$ cat src/rtl/frame_dispatch_queue_pkg.sv
// Shared types and helpers for the frame dispatch queue.
// Frame layout is {SFD, dst, src, payload}, MSB first.
package frame_dispatch_queue_pkg;

  localparam logic [3:0] SFD = 4'b0101;
  localparam logic [3:0] MAC_BASE_DEF = 4'hA;

  typedef enum logic [1:0] {
    S_IDLE,
    S_ISSUE,
    S_WAIT
  } state_e;

  function automatic int frame_w(int aw, int dw);
    return 4 + 2 * aw + dw;
  endfunction

  function automatic int port_of(int src, int base);
    return src - base;
  endfunction

endpackage

$ cat src/rtl/frame_dispatch_queue_if.sv
// Host-side and transmitter-side bundle of the dispatch queue.
// master drives adds/control, slave is the queue itself.
interface frame_dispatch_queue_if #(
  parameter int DEPTH     = 8,
  parameter int NUM_PORTS = 4,
  parameter int ADDR_W    = 4,
  parameter int DATA_W    = 4
);
  import frame_dispatch_queue_pkg::*;

  localparam int FW = frame_w(ADDR_W, DATA_W);
  localparam int CW = $clog2(DEPTH) + 1;

  logic                    add_valid;
  logic [ADDR_W-1:0]       dst_addr;
  logic [ADDR_W-1:0]       src_addr;
  logic [DATA_W-1:0]       payload;
  logic                    send_start;
  logic                    flush;
  logic [NUM_PORTS-1:0]    tx_busy;
  logic [NUM_PORTS*FW-1:0] frame_to_send;
  logic [NUM_PORTS-1:0]    frame_tx_valid;
  logic [CW-1:0]           count;
  logic                    full;
  logic                    empty;
  logic                    busy;
  logic [7:0]              drop_cnt;
  logic                    err_src;

  modport master (
    output add_valid, dst_addr, src_addr, payload,
    output send_start, flush, tx_busy,
    input  frame_to_send, frame_tx_valid, count,
    input  full, empty, busy, drop_cnt, err_src
  );

  modport slave (
    input  add_valid, dst_addr, src_addr, payload,
    input  send_start, flush, tx_busy,
    output frame_to_send, frame_tx_valid, count,
    output full, empty, busy, drop_cnt, err_src
  );

endinterface

$ cat src/rtl/frame_fifo.sv
// In-order frame store with same-cycle push+pop and flush.
// Occupancy is an up/down counter, pointers wrap modulo DEPTH.
module frame_fifo #(
  parameter int DEPTH = 8,
  parameter int W     = 18
) (
  input  logic                   clk,
  input  logic                   rst_n,
  input  logic                   flush,
  input  logic                   push,
  input  logic [W-1:0]           wr_data,
  input  logic                   pop,
  output logic [W-1:0]           rd_data,
  output logic [$clog2(DEPTH):0] count,
  output logic                   full,
  output logic                   empty
);

  localparam int AW = $clog2(DEPTH);
  localparam int CW = AW + 1;

  logic [W-1:0]  mem_q [DEPTH];
  logic [AW-1:0] wr_ptr_q, wr_ptr_d;
  logic [AW-1:0] rd_ptr_q, rd_ptr_d;
  logic [CW-1:0] count_q, count_d;
  logic          push_ok, pop_ok;

  assign full    = (count_q == CW'(DEPTH));
  assign empty   = (count_q == '0);
  assign count   = count_q;
  assign rd_data = mem_q[rd_ptr_q];

  always_comb begin
    pop_ok   = pop && !empty && !flush;
    push_ok  = push && (!full || pop_ok) && !flush;
    wr_ptr_d = wr_ptr_q + AW'(push_ok);
    rd_ptr_d = rd_ptr_q + AW'(pop_ok);
    count_d  = count_q + CW'(push_ok) - CW'(pop_ok);
    if (flush) begin
      wr_ptr_d = '0;
      rd_ptr_d = '0;
      count_d  = '0;
    end
  end

  always_ff @(posedge clk or negedge rst_n) begin
    if (!rst_n) begin
      wr_ptr_q <= '0;
      rd_ptr_q <= '0;
      count_q  <= '0;
    end else begin
      wr_ptr_q <= wr_ptr_d;
      rd_ptr_q <= rd_ptr_d;
      count_q  <= count_d;
    end
  end

  always_ff @(posedge clk) begin
    if (push_ok) mem_q[wr_ptr_q] <= wr_data;
  end

endmodule

$ cat src/rtl/frame_dispatch_queue.sv
// Builds frames from user fields, queues them in order and
// dispatches one per issue slot to per-port transmitters.
module frame_dispatch_queue
  import frame_dispatch_queue_pkg::*;
#(
  parameter int                DEPTH      = 8,
  parameter int                NUM_PORTS  = 4,
  parameter int                ADDR_W     = 4,
  parameter int                DATA_W     = 4,
  parameter logic [ADDR_W-1:0] MAC_BASE   = ADDR_W'(MAC_BASE_DEF),
  parameter int                MODE       = 0,
  parameter int                GAP_CYCLES = 20
) (
  input logic                   clk,
  input logic                   rst_n,
  frame_dispatch_queue_if.slave bus
);

  localparam int FW = frame_w(ADDR_W, DATA_W);
  localparam int PW = $clog2(NUM_PORTS);
  localparam int CW = $clog2(DEPTH) + 1;
  localparam int GW = $clog2(GAP_CYCLES + 1);

  state_e               state_q, state_d;
  logic [GW-1:0]        gap_q, gap_d;
  logic [FW-1:0]        fts_q [NUM_PORTS];
  logic [FW-1:0]        fts_d [NUM_PORTS];
  logic [NUM_PORTS-1:0] ftv_q, ftv_d;
  logic [7:0]           drop_q, drop_d;
  logic                 err_q, err_d;

  int                   idx;
  logic                 src_ok;
  logic [PW-1:0]        src_port;
  logic                 add_ok, push, pop, drop;
  logic [PW+FW-1:0]     wr_data, head;
  logic [PW-1:0]        head_port;
  logic [FW-1:0]        head_frame;
  logic [CW-1:0]        fifo_count;
  logic                 fifo_full, fifo_empty;

  always_comb begin
    idx      = port_of(int'(bus.src_addr), int'(MAC_BASE));
    src_ok   = (idx >= 0) && (idx < NUM_PORTS);
    src_port = idx[PW-1:0];
  end

  assign wr_data = {src_port, SFD, bus.dst_addr,
                    bus.src_addr, bus.payload};
  assign head_port  = head[FW +: PW];
  assign head_frame = head[FW-1:0];

  frame_fifo #(
    .DEPTH (DEPTH),
    .W     (PW + FW)
  ) u_fifo (
    .clk     (clk),
    .rst_n   (rst_n),
    .flush   (bus.flush),
    .push    (push),
    .wr_data (wr_data),
    .pop     (pop),
    .rd_data (head),
    .count   (fifo_count),
    .full    (fifo_full),
    .empty   (fifo_empty)
  );

  // Flush wins over everything: no pop, no strobe, no add.
  always_comb begin
    state_d = state_q;
    gap_d   = gap_q;
    fts_d   = fts_q;
    ftv_d   = '0;
    pop     = 1'b0;
    if (bus.flush) begin
      state_d = S_IDLE;
    end else begin
      case (state_q)
        S_IDLE: begin
          if (bus.send_start && !fifo_empty) state_d = S_ISSUE;
        end
        S_ISSUE: begin
          if (fifo_empty) begin
            state_d = S_IDLE;
          end else if (!bus.tx_busy[head_port]) begin
            pop               = 1'b1;
            fts_d[head_port]  = head_frame;
            ftv_d[head_port]  = 1'b1;
            gap_d             = GW'(GAP_CYCLES - 1);
            state_d           = S_WAIT;
          end
        end
        S_WAIT: begin
          if (gap_q == '0) begin
            state_d = (MODE == 0) ? S_ISSUE : S_IDLE;
          end else begin
            gap_d = gap_q - 1'b1;
          end
        end
        default: state_d = S_IDLE;
      endcase
    end
  end

  always_comb begin
    add_ok = bus.add_valid && !bus.flush;
    push   = add_ok && src_ok && (!fifo_full || pop);
    drop   = add_ok && (!src_ok || (fifo_full && !pop));
    err_d  = add_ok && !src_ok;
    drop_d = (drop && drop_q != 8'hFF) ? drop_q + 8'd1 : drop_q;
  end

  always_ff @(posedge clk or negedge rst_n) begin
    if (!rst_n) begin
      state_q <= S_IDLE;
      gap_q   <= '0;
      fts_q   <= '{default: '0};
      ftv_q   <= '0;
      drop_q  <= '0;
      err_q   <= 1'b0;
    end else begin
      state_q <= state_d;
      gap_q   <= gap_d;
      fts_q   <= fts_d;
      ftv_q   <= ftv_d;
      drop_q  <= drop_d;
      err_q   <= err_d;
    end
  end

  for (genvar p = 0; p < NUM_PORTS; p++) begin : g_out
    assign bus.frame_to_send[p*FW +: FW] = fts_q[p];
  end

  assign bus.frame_tx_valid = ftv_q;
  assign bus.count          = fifo_count;
  assign bus.full           = fifo_full;
  assign bus.empty          = fifo_empty;
  assign bus.busy           = (state_q != S_IDLE);
  assign bus.drop_cnt       = drop_q;
  assign bus.err_src        = err_q;

endmodule

$ cat src/flat_wrapper.sv
// flat-port wrapper written by rule: the top's interface ports become plain ports
module frame_dispatch_queue_flat import frame_dispatch_queue_pkg::*;
#(
  parameter int                DEPTH      = 8,
  parameter int                NUM_PORTS  = 4,
  parameter int                ADDR_W     = 4,
  parameter int                DATA_W     = 4,
  parameter logic [ADDR_W-1:0] MAC_BASE   = ADDR_W'(MAC_BASE_DEF),
  parameter int                MODE       = 0,
  parameter int                GAP_CYCLES = 20
)
  (clk, rst_n, bus_add_valid, bus_dst_addr, bus_src_addr, bus_payload, bus_send_start, bus_flush, bus_tx_busy, bus_frame_to_send, bus_frame_tx_valid, bus_count, bus_full, bus_empty, bus_busy, bus_drop_cnt, bus_err_src);
  frame_dispatch_queue_if #(.DEPTH(DEPTH), .NUM_PORTS(NUM_PORTS), .ADDR_W(ADDR_W), .DATA_W(DATA_W)) bus_i ();
  input logic clk;
  input logic rst_n;
  input wire logic [$bits(bus_i.add_valid)-1:0] bus_add_valid;
  input wire logic [$bits(bus_i.dst_addr)-1:0] bus_dst_addr;
  input wire logic [$bits(bus_i.src_addr)-1:0] bus_src_addr;
  input wire logic [$bits(bus_i.payload)-1:0] bus_payload;
  input wire logic [$bits(bus_i.send_start)-1:0] bus_send_start;
  input wire logic [$bits(bus_i.flush)-1:0] bus_flush;
  input wire logic [$bits(bus_i.tx_busy)-1:0] bus_tx_busy;
  output wire logic [$bits(bus_i.frame_to_send)-1:0] bus_frame_to_send;
  output wire logic [$bits(bus_i.frame_tx_valid)-1:0] bus_frame_tx_valid;
  output wire logic [$bits(bus_i.count)-1:0] bus_count;
  output wire logic [$bits(bus_i.full)-1:0] bus_full;
  output wire logic [$bits(bus_i.empty)-1:0] bus_empty;
  output wire logic [$bits(bus_i.busy)-1:0] bus_busy;
  output wire logic [$bits(bus_i.drop_cnt)-1:0] bus_drop_cnt;
  output wire logic [$bits(bus_i.err_src)-1:0] bus_err_src;
  assign bus_i.add_valid = bus_add_valid;
  assign bus_i.dst_addr = bus_dst_addr;
  assign bus_i.src_addr = bus_src_addr;
  assign bus_i.payload = bus_payload;
  assign bus_i.send_start = bus_send_start;
  assign bus_i.flush = bus_flush;
  assign bus_i.tx_busy = bus_tx_busy;
  assign bus_frame_to_send = bus_i.frame_to_send;
  assign bus_frame_tx_valid = bus_i.frame_tx_valid;
  assign bus_count = bus_i.count;
  assign bus_full = bus_i.full;
  assign bus_empty = bus_i.empty;
  assign bus_busy = bus_i.busy;
  assign bus_drop_cnt = bus_i.drop_cnt;
  assign bus_err_src = bus_i.err_src;
  frame_dispatch_queue #(.DEPTH(DEPTH), .NUM_PORTS(NUM_PORTS), .ADDR_W(ADDR_W), .DATA_W(DATA_W), .MAC_BASE(MAC_BASE), .MODE(MODE), .GAP_CYCLES(GAP_CYCLES)) u_core (.clk(clk), .rst_n(rst_n), .bus(bus_i));
endmodule
$ cat config.mk
export PLATFORM = sky130hd
export DESIGN_NAME = frame_dispatch_queue_flat
export DESIGN_NICKNAME = d
export VERILOG_FILES = /design/src/rtl/frame_dispatch_queue_pkg.sv /design/src/rtl/frame_dispatch_queue_if.sv /design/src/rtl/frame_fifo.sv /design/src/rtl/frame_dispatch_queue.sv /design/src/flat_wrapper.sv
export SDC_FILE = /design/constraint.sdc
export NUM_CORES = 1
export LEC_CHECK = 0
export BUFFER_PORTS_ARGS = -buffer_cell sky130_fd_sc_hd__buf_2
export CORE_AREA = 10 10 173 175
export CTS_BUF_LIST = sky130_fd_sc_hd__clkbuf_8
export DETAILED_ROUTE_END_ITERATION = 6
export DIE_AREA = 0 0 183 185
export PLACE_DENSITY = 0.5
export REMOVE_ABC_BUFFERS = 1
export SLEW_MARGIN = 20
export SYNTH_ARGS = -nofsm -noshare
export SYNTH_HDL_FRONTEND = slang
export SYNTH_SLANG_ARGS = --single-unit
export TNS_END_PERCENT = 100
$ cat constraint.sdc
create_clock -name clk -period 4.39 [get_ports clk]
set_input_delay 0.878 -clock clk [delete_from_list [all_inputs] [get_ports clk]]
set_output_delay 0.878 -clock clk [all_outputs]
set_load 0.05 [all_outputs]
==> impl_metrics.env, run 1 <==
export IMPL_cts_tree="built"
export IMPL_dp_hpwl_um=12500
export IMPL_area_growth_pct=17.0
export IMPL_yosysSeqAreaShare=0.657
export IMPL_grt_use_total=0.109
export IMPL_path_class="reg -> reg"
export IMPL_arrival_ns=3.99
export IMPL_endpoint_kind="flop"
export IMPL_status="completed"
export IMPL_io_pins=105
export IMPL_htree_num_levels=4
export IMPL_setup_viol=0
export IMPL_grt_pass1_vias=4834
export IMPL_powerDensity_mw_per_mm2=375
export IMPL_drtIter0Drc=351
export IMPL_viasPerCell=4.76
export IMPL_synth_enable_flop_cells=104
export IMPL_holdBufCountCts=0
export IMPL_min_period_ns=3.66
export IMPL_cts_setup_buffers=0
export IMPL_cp_max_fo=13
export IMPL_ys_warn_count=0
export IMPL_drc=0
export IMPL_synth_compound_area_frac=0.0304
export IMPL_synth_fa_ha_area_frac=0.0248
export IMPL_timing_rr_start="u_core.u_fifo.rd_ptr_q[0]"
export IMPL_clock_skew_ns=0.0157
export IMPL_synthMuxAreaShare=0.163
export IMPL_vias=4526
export IMPL_grt_pass1_wl_um=28200
export IMPL_hold_violations=0
export IMPL_timing_fmax_ghz=0.273
export IMPL_multi_input_area_mm2=0.00254
export IMPL_drive_gt1_frac=0.425
export IMPL_power_leakage_uw=0.00377
export IMPL_r2r_slack_ns=0.73
export IMPL_fp_dieH_um=185
export IMPL_fill_cells=2575
export IMPL_start_util=0.296
export IMPL_port_buffers=96
export IMPL_min_path_type="in -> async"
export IMPL_synth_area_mm2=0.00787
export IMPL_ant_nets=0
export IMPL_period_share=0.833
export IMPL_synth_xor_area_frac=0.00779
export IMPL_clk_path_buf_depth=2
export IMPL_dp_slack_ns=0.643
export IMPL_cts_resized_gates=0
export IMPL_reg2reg_depth=11
export IMPL_ys_seq_elements=186
export IMPL_rsz0062_at_grt="no"
export IMPL_rows=60
export IMPL_r2r_end="u_core.u_fifo.count[2]"
export IMPL_ys_async_sr_fraction=0.441
export IMPL_total_power_uw=3460
export IMPL_core_region_area_mm2=0.0266
export IMPL_synth_distinct_cells=51
export IMPL_cts_made_buffers=17
export IMPL_avgSynthCellArea_um2=16.2
export IMPL_worst_pin_slew_ns=0.793
export IMPL_gp_congestion=0.753
export IMPL_critPathRequiredTime_ns=4.72
export IMPL_nets=632
export IMPL_clock_latency_ns=0.45
export IMPL_clkTransAtPathRegs_ns=0.09
export IMPL_hold_ws_ns=0.457
export IMPL_antenna_found_initial=2
export IMPL_cap_violations=0
export IMPL_die_area_mm2=0.0339
export IMPL_clkSinkCount=186
export IMPL_first_pass_iters=4
export IMPL_wl_per_cell_um=19.1
export IMPL_synth_flop_cell="edfxtp_1"
export IMPL_cts_root_buffer="clkbuf_8"
export IMPL_slew_violations=0
export IMPL_grt_ovfl_total=0
export IMPL_grt_max_degree=53
export IMPL_cp_start_kind="flop"
export IMPL_seq_area_mm2=0.00517
export IMPL_setup_ws_ns=0.732
export IMPL_peakVddDrop_uv=163
export IMPL_routed_wirelength_um=18200
export IMPL_slew_headroom=0.468
export IMPL_die_w_um=183
export IMPL_synth_top_family_by_area="multiplexers"
export IMPL_synthCells=487
export IMPL_synth_simple_area_share=0.0836
how the worst max path moves through the flow:
stage / startpoint / to / slack, ns / cells after the start
global route: u_core.u_fifo.rd_ptr_q[0] / u_core.u_fifo.count[2] / 0.52 / 11
detailed placement: bus_src_addr[1] / u_core.u_fifo.count[2] / 0.64 / 13
CTS: u_core.u_fifo.rd_ptr_q[0] / u_core.u_fifo.count[2] / 0.71 / 11
finish: u_core.u_fifo.rd_ptr_q[0] / u_core.u_fifo.count[2] / 0.73 / 11
global placement: bus_src_addr[1] / u_core.u_fifo.count[2] / 0.79 / 13
floorplan: bus_src_addr[1] / u_core.u_fifo.mem_q[2][0] / -0.73 / 6
report_power, final:
group	total [µW]	leakage [µW]	switching (µW)	internal (µW)
combinational	453	0.00152	321	132
sequential	1950	0.00204	58.6	1890
clock	1050	0.000206	593	461
total	3460	0.00377	973	2480
cells by family (layout without fill, tap and decap cells):
| group | after synthesis | in the layout |
|---|---|---|
| flip-flops | 186 | 186 |
| AND/OR/NAND/NOR | 111 | 111 |
| multiplexers | 87 | 87 |
| buffers and inverters | 51 | 166 |
| AO/OA/AOI/OAI | 29 | 29 |
| adder cells (fa/ha/maj) | 15 | 15 |
| XOR/XNOR | 7 | 7 |
| other | 1 | 9 |
synth_stat cells, drive strengths merged, types with 6 or more instances:
cell	n	area, µm²
nand2	14	52.6
inv	15	56.3
nand4	8	50.1
or2	10	62.6
ha	14	175
clkbuf	13	48.8
dfrtp	82	2050
edfxtp	104	3120
mux4	27	608
buf	23	150
and3	6	37.5
nor4	9	56.3
nor4b	7	61.3
nand3	7	35.0
and2	6	37.5
nor2b	11	68.8
nor2	13	48.8
mux2	60	676
a2111oi	6	58.8
worst max-delay path, cell delays in order (launching register included):
cell	delay, ns
dfrtp_1	0.78
mux4_2	0.59
mux2_2	0.35
mux4_2	0.38
a21oi_2	0.06
or2_1	0.25
ha_1	0.27
inv_1	0.04
ha_1	0.20
fa_1	0.39
xnor2_1	0.17
nor2_1	0.06
sequential cells by signal, indices dropped and copies added (netlist names):
name,flops
u_core.u_fifo.mem_q,104
u_core.bus.drop_cnt,8
u_core.gap_q,5
u_core.bus.err_src,1
u_core.bus.frame_to_send,52
u_core.u_fifo.wr_ptr_q,3
u_core.state_q,2
u_core.bus.frame_tx_valid,4
u_core.u_fifo.rd_ptr_q,3
u_core.u_fifo.count,4
per-layer routing:
layer	routed length, µm	GRT usage	vias up
met2	9040	0.183	113
met1	7800	0.132	2340
li1	-	-	2051
met5	13	0	-
met4	216	0.0364	2
met3	1130	0.0298	20
cell usage in the layout, fill, tap and decap left out, drive strengths merged, types with 4 or more instances in the layout:
| cell type | n |
|---|---|
| xnor2 | 4 |
| clkbuf | 18 |
| nand2b | 5 |
| nand2 | 14 |
| o211ai | 5 |
| nor2b | 11 |
| or4 | 4 |
| inv | 25 |
| nand3 | 7 |
| nor4 | 9 |
| a2111oi | 6 |
| nor3b | 4 |
| conb | 8 |
| buf | 119 |
| nor4b | 7 |
| edfxtp | 104 |
| mux2 | 60 |
| nor2 | 13 |
| mux4 | 27 |
| and3 | 6 |
| nand4 | 8 |
| or2 | 10 |
| and2 | 6 |
| ha | 14 |
| dfrtp | 82 |
through the flow:
step | instances | TNS (ns) | utilization | instance area (µm²)
6_report | 951 | 0 | 0.347 | 9210
5_1_grt | 950 | 0 | 0.347 | 9210
4_1_cts | 950 | 0 | 0.347 | 9210
3_5_place_dp | 918 | 0 | 0.333 | 8850
3_3_place_gp | 918 | 0 | 0.333 | 8850
2_1_floorplan | 458 | -69.12 | - | 7700
area by class of cell:
type	instances	area share
tap	341	0.0463
sequential	186	0.562
antenna	1	0.000272
inverter	15	0.00611
clock buffer	18	0.0269
multi-input combinational	257	0.276
clock inverter	14	0.0118
timing repair buffer	119	0.0712
No activity file was read; power rests on OpenSTA's default activity.
==> run 2, diff against run 1 <==
--- a/config.mk
+++ b/config.mk
@@ -5,11 +5,12 @@
 export SDC_FILE = /design/constraint.sdc
 export NUM_CORES = 1
 export LEC_CHECK = 0
+export ABC_AREA = 1
 export BUFFER_PORTS_ARGS = -buffer_cell sky130_fd_sc_hd__buf_2
-export CORE_AREA = 10 10 173 175
+export CORE_AREA = 10 10 172 174
 export CTS_BUF_LIST = sky130_fd_sc_hd__clkbuf_8
 export DETAILED_ROUTE_END_ITERATION = 6
-export DIE_AREA = 0 0 183 185
+export DIE_AREA = 0 0 182 184
 export PLACE_DENSITY = 0.5
 export REMOVE_ABC_BUFFERS = 1
 export SLEW_MARGIN = 20
==> constraint.sdc (replaced) <==
create_clock -name clk -period 3.6 [get_ports clk]
set_input_delay 0.72 -clock clk [delete_from_list [all_inputs] [get_ports clk]]
set_output_delay 0.72 -clock clk [all_outputs]
set_load 0.05 [all_outputs]
==> run 2 against run 1 <==
Effect of this change:
- total power up 76%
- sequential share of layout area up 1.6 points
- first-iteration DRC count down 3.1%
- design area down 2.8%
- die area down 1.1%
- non-clock buffer count down 3
- sequential power up 40%
- routed wire length up 0.50%
- fmax up 20%
- clock skew up 0.00099 ns
- core utilization down 0.091 points
==> impl_metrics.env, run 2 <==
export IMPL_seq_area_mm2=0.00517
export IMPL_antenna_found_initial=1
export IMPL_drtIter0Drc=340
export IMPL_largest_reg_flops=104
export IMPL_cts_root_buffer="clkbuf_8"
export IMPL_fin_util=0.346
export IMPL_avgSynthCellArea_um2=11.1
export IMPL_routed_wirelength_um=18300
export IMPL_min_path_type="in -> async"
export IMPL_synth_enable_flop_cells=104
export IMPL_final_cell_mix="127 x nand2_1, 104 x edfxtp_1, 95 x buf_2, 83 x nor2_1, 82 x dfrtp_1"
export IMPL_multi_input_area_mm2=0.00213
export IMPL_port_buffers=96
export IMPL_drive_gt1_frac=0.226
export IMPL_cts_made_buffers=17
export IMPL_clkSinkCount=186
export IMPL_status="completed"
export IMPL_min_period_ns=3.05
export IMPL_ys_async_sr_fraction=0.441
export IMPL_first_pass_iters=4
export IMPL_clk_path_buf_depth=2
export IMPL_yosysSeqAreaShare=0.666
export IMPL_clock_skew_ns=0.0167
export IMPL_grt_pass1_vias=5198
export IMPL_synthCells=700
export IMPL_nets=838
export IMPL_ys_warn_count=0
export IMPL_fp_dieH_um=184
export IMPL_layout_commonest_cell="nand2_1"
export IMPL_place_area_mm2=0.00859
export IMPL_cts_setup_buffers=0
export IMPL_synth_distinct_cells=39
export IMPL_viasPerCell=4.41
export IMPL_fill_cells=2608
export IMPL_start_util=0.300
export IMPL_path_class="reg -> reg"
export IMPL_top_register="u_core.u_fifo.mem_q"
export IMPL_clock_latency_ns=0.46
export IMPL_dp_cells=1118
export IMPL_cts_tree="built"
export IMPL_cp_max_fo=31
export IMPL_endpoint_kind="flop"
export IMPL_gp_congestion=0.739
export IMPL_stdcell_count=1151
export IMPL_clkTransAtPathRegs_ns=0.09
export IMPL_slew_violations=0
export IMPL_synth_area_mm2=0.00777
export IMPL_ys_seq_elements=186
export IMPL_period_share=0.848
export IMPL_rows=59
export IMPL_synth_area_top_cells="edfxtp_1 40%, dfrtp_1 26%, nand2_1 6.1%"
export IMPL_yosysTopAreaCellShare=0.402
export IMPL_synth_flop_cell="edfxtp_1"
export IMPL_wl_per_cell_um=15.9
export IMPL_die_area_mm2=0.0335
export IMPL_hold_ws_ns=0.381
export IMPL_setup_viol=0
export IMPL_hold_violations=0
export IMPL_fin_setup_tns_ns=0
export IMPL_cts_resized_gates=0
export IMPL_synthTopCellsByCount="127 x nand2_1, 104 x edfxtp_1, 83 x nor2_1, 82 x dfrtp_1, 53 x inv_1"
export IMPL_worst_pin_slew_ns=0.891
export IMPL_final_area_mm2=0.00896
export IMPL_htree_num_levels=4
export IMPL_critPathRequiredTime_ns=3.95
export IMPL_vias=5074
export IMPL_cap_violations=0
export IMPL_synth_most_common_cell="nand2_1"
export IMPL_drc=0
export IMPL_grt_max_degree=69
export IMPL_dp_hpwl_um=12000
export IMPL_powerDensity_mw_per_mm2=680
export IMPL_ant_nets=0
export IMPL_arrival_ns=3.40
export IMPL_rsz0062_at_grt="no"
export IMPL_yosysTopAreaCell="edfxtp_1"
export IMPL_holdBufCountCts=0
export IMPL_cp_start_kind="flop"
export IMPL_grt_ovfl_total=0
export IMPL_power_leakage_uw=0.00394
export IMPL_core_region_area_mm2=0.0259
export IMPL_grt_use_total=0.110
export IMPL_io_pins=105
export IMPL_peakVddDrop_uv=474
export IMPL_slew_headroom=0.406
export IMPL_area_growth_pct=15.3
export IMPL_die_w_um=182
export IMPL_timing_fmax_ghz=0.328
export IMPL_grt_pass1_wl_um=29200
-- run 2: final timing paths --
kind | end | depth (start not counted) | slack, ns | from
min in group clk | u_core.bus.frame_to_send[36] | 2 | 0.47 | u_core.bus.frame_to_send[36]
max | u_core.u_fifo.count[2] | 18 | 0.55 | u_core.u_fifo.rd_ptr_q[0]
max reg2reg | u_core.u_fifo.count[2] | 18 | 0.55 | u_core.u_fifo.rd_ptr_q[0]
max in group asynchronous | u_core.bus.frame_to_send[16] | 2 | 2.54 | rst_n
min reg2reg | u_core.bus.frame_to_send[36] | 2 | 0.47 | u_core.bus.frame_to_send[36]
min | u_core.bus.frame_to_send[20] | 1 | 0.38 | rst_n
-- run 2: layer usage --
| metal | share of wire | track usage | routed length [µm] |
|---|---|---|---|
| met1 | 0.46 | 0.138 | 8450 |
| met2 | 0.47 | 0.180 | 8570 |
| met3 | 0.056 | 0.0309 | 1020 |
| met4 | 0.014 | 0.0361 | 258 |
| met5 | 0 | 0 | 0 |
-- run 2: cell type report --
cell class / instances / share of cell area
Timing Repair Buffer: 116 / 0.0707
Antenna cell: 1 / 0.000279
Clock inverter: 12 / 0.00950
Sequential cell: 186 / 0.578
Clock buffer: 20 / 0.0307
Tap cell: 335 / 0.0468
Inverter: 63 / 0.0270
Multi-Input combinational cell: 418 / 0.237
-- run 2: power by group --
group,switching (µW),total [µW],internal (µW)
Sequential,189,2730,2540
Combinational,1600,2060,466
Clock,759,1300,540
-- run 2: cells by family (layout without fill, tap and decap cells) --
kind of cell               Yosys count  after routing  share of synthesized area
and+or+nand+nor                    261            261                      0.142
DFF                                186            186                      0.666
AOI/OAI and AO/OA                  124            124                     0.0911
buffers and inverters              103            211                     0.0639
adders and majority gates           15             15                     0.0251
xor gates and xnor gates            10             10                     0.0113
other                                1              9                   0.000483
-- run 2: worst max-delay path: stages (launching register included) --
cell and delay (ns):
dfrtp_1 0.48, buf_4 0.36, nand2_1 0.11, nand3_1 0.09, nand2_1 0.05, nand2_1 0.06
nand2_2 0.09, nand2_1 0.13, nand3_4 0.08, nand2_2 0.12, nand2_4 0.11, nor2_2 0.13
inv_2 0.04, ha_1 0.26, inv_1 0.04, ha_1 0.19, fa_1 0.38, xnor2_1 0.16
nor2_1 0.05
-- run 2: metrics by stage --
step | setup WS (ns) | total power, µW
CTS | 0.506 | 6190
floorplan | -0.110 | 4320
detailed placement | 0.305 | 4870
global placement | 0.338 | 4850
global route | 0.209 | 6450
finish | 0.547 | 6090
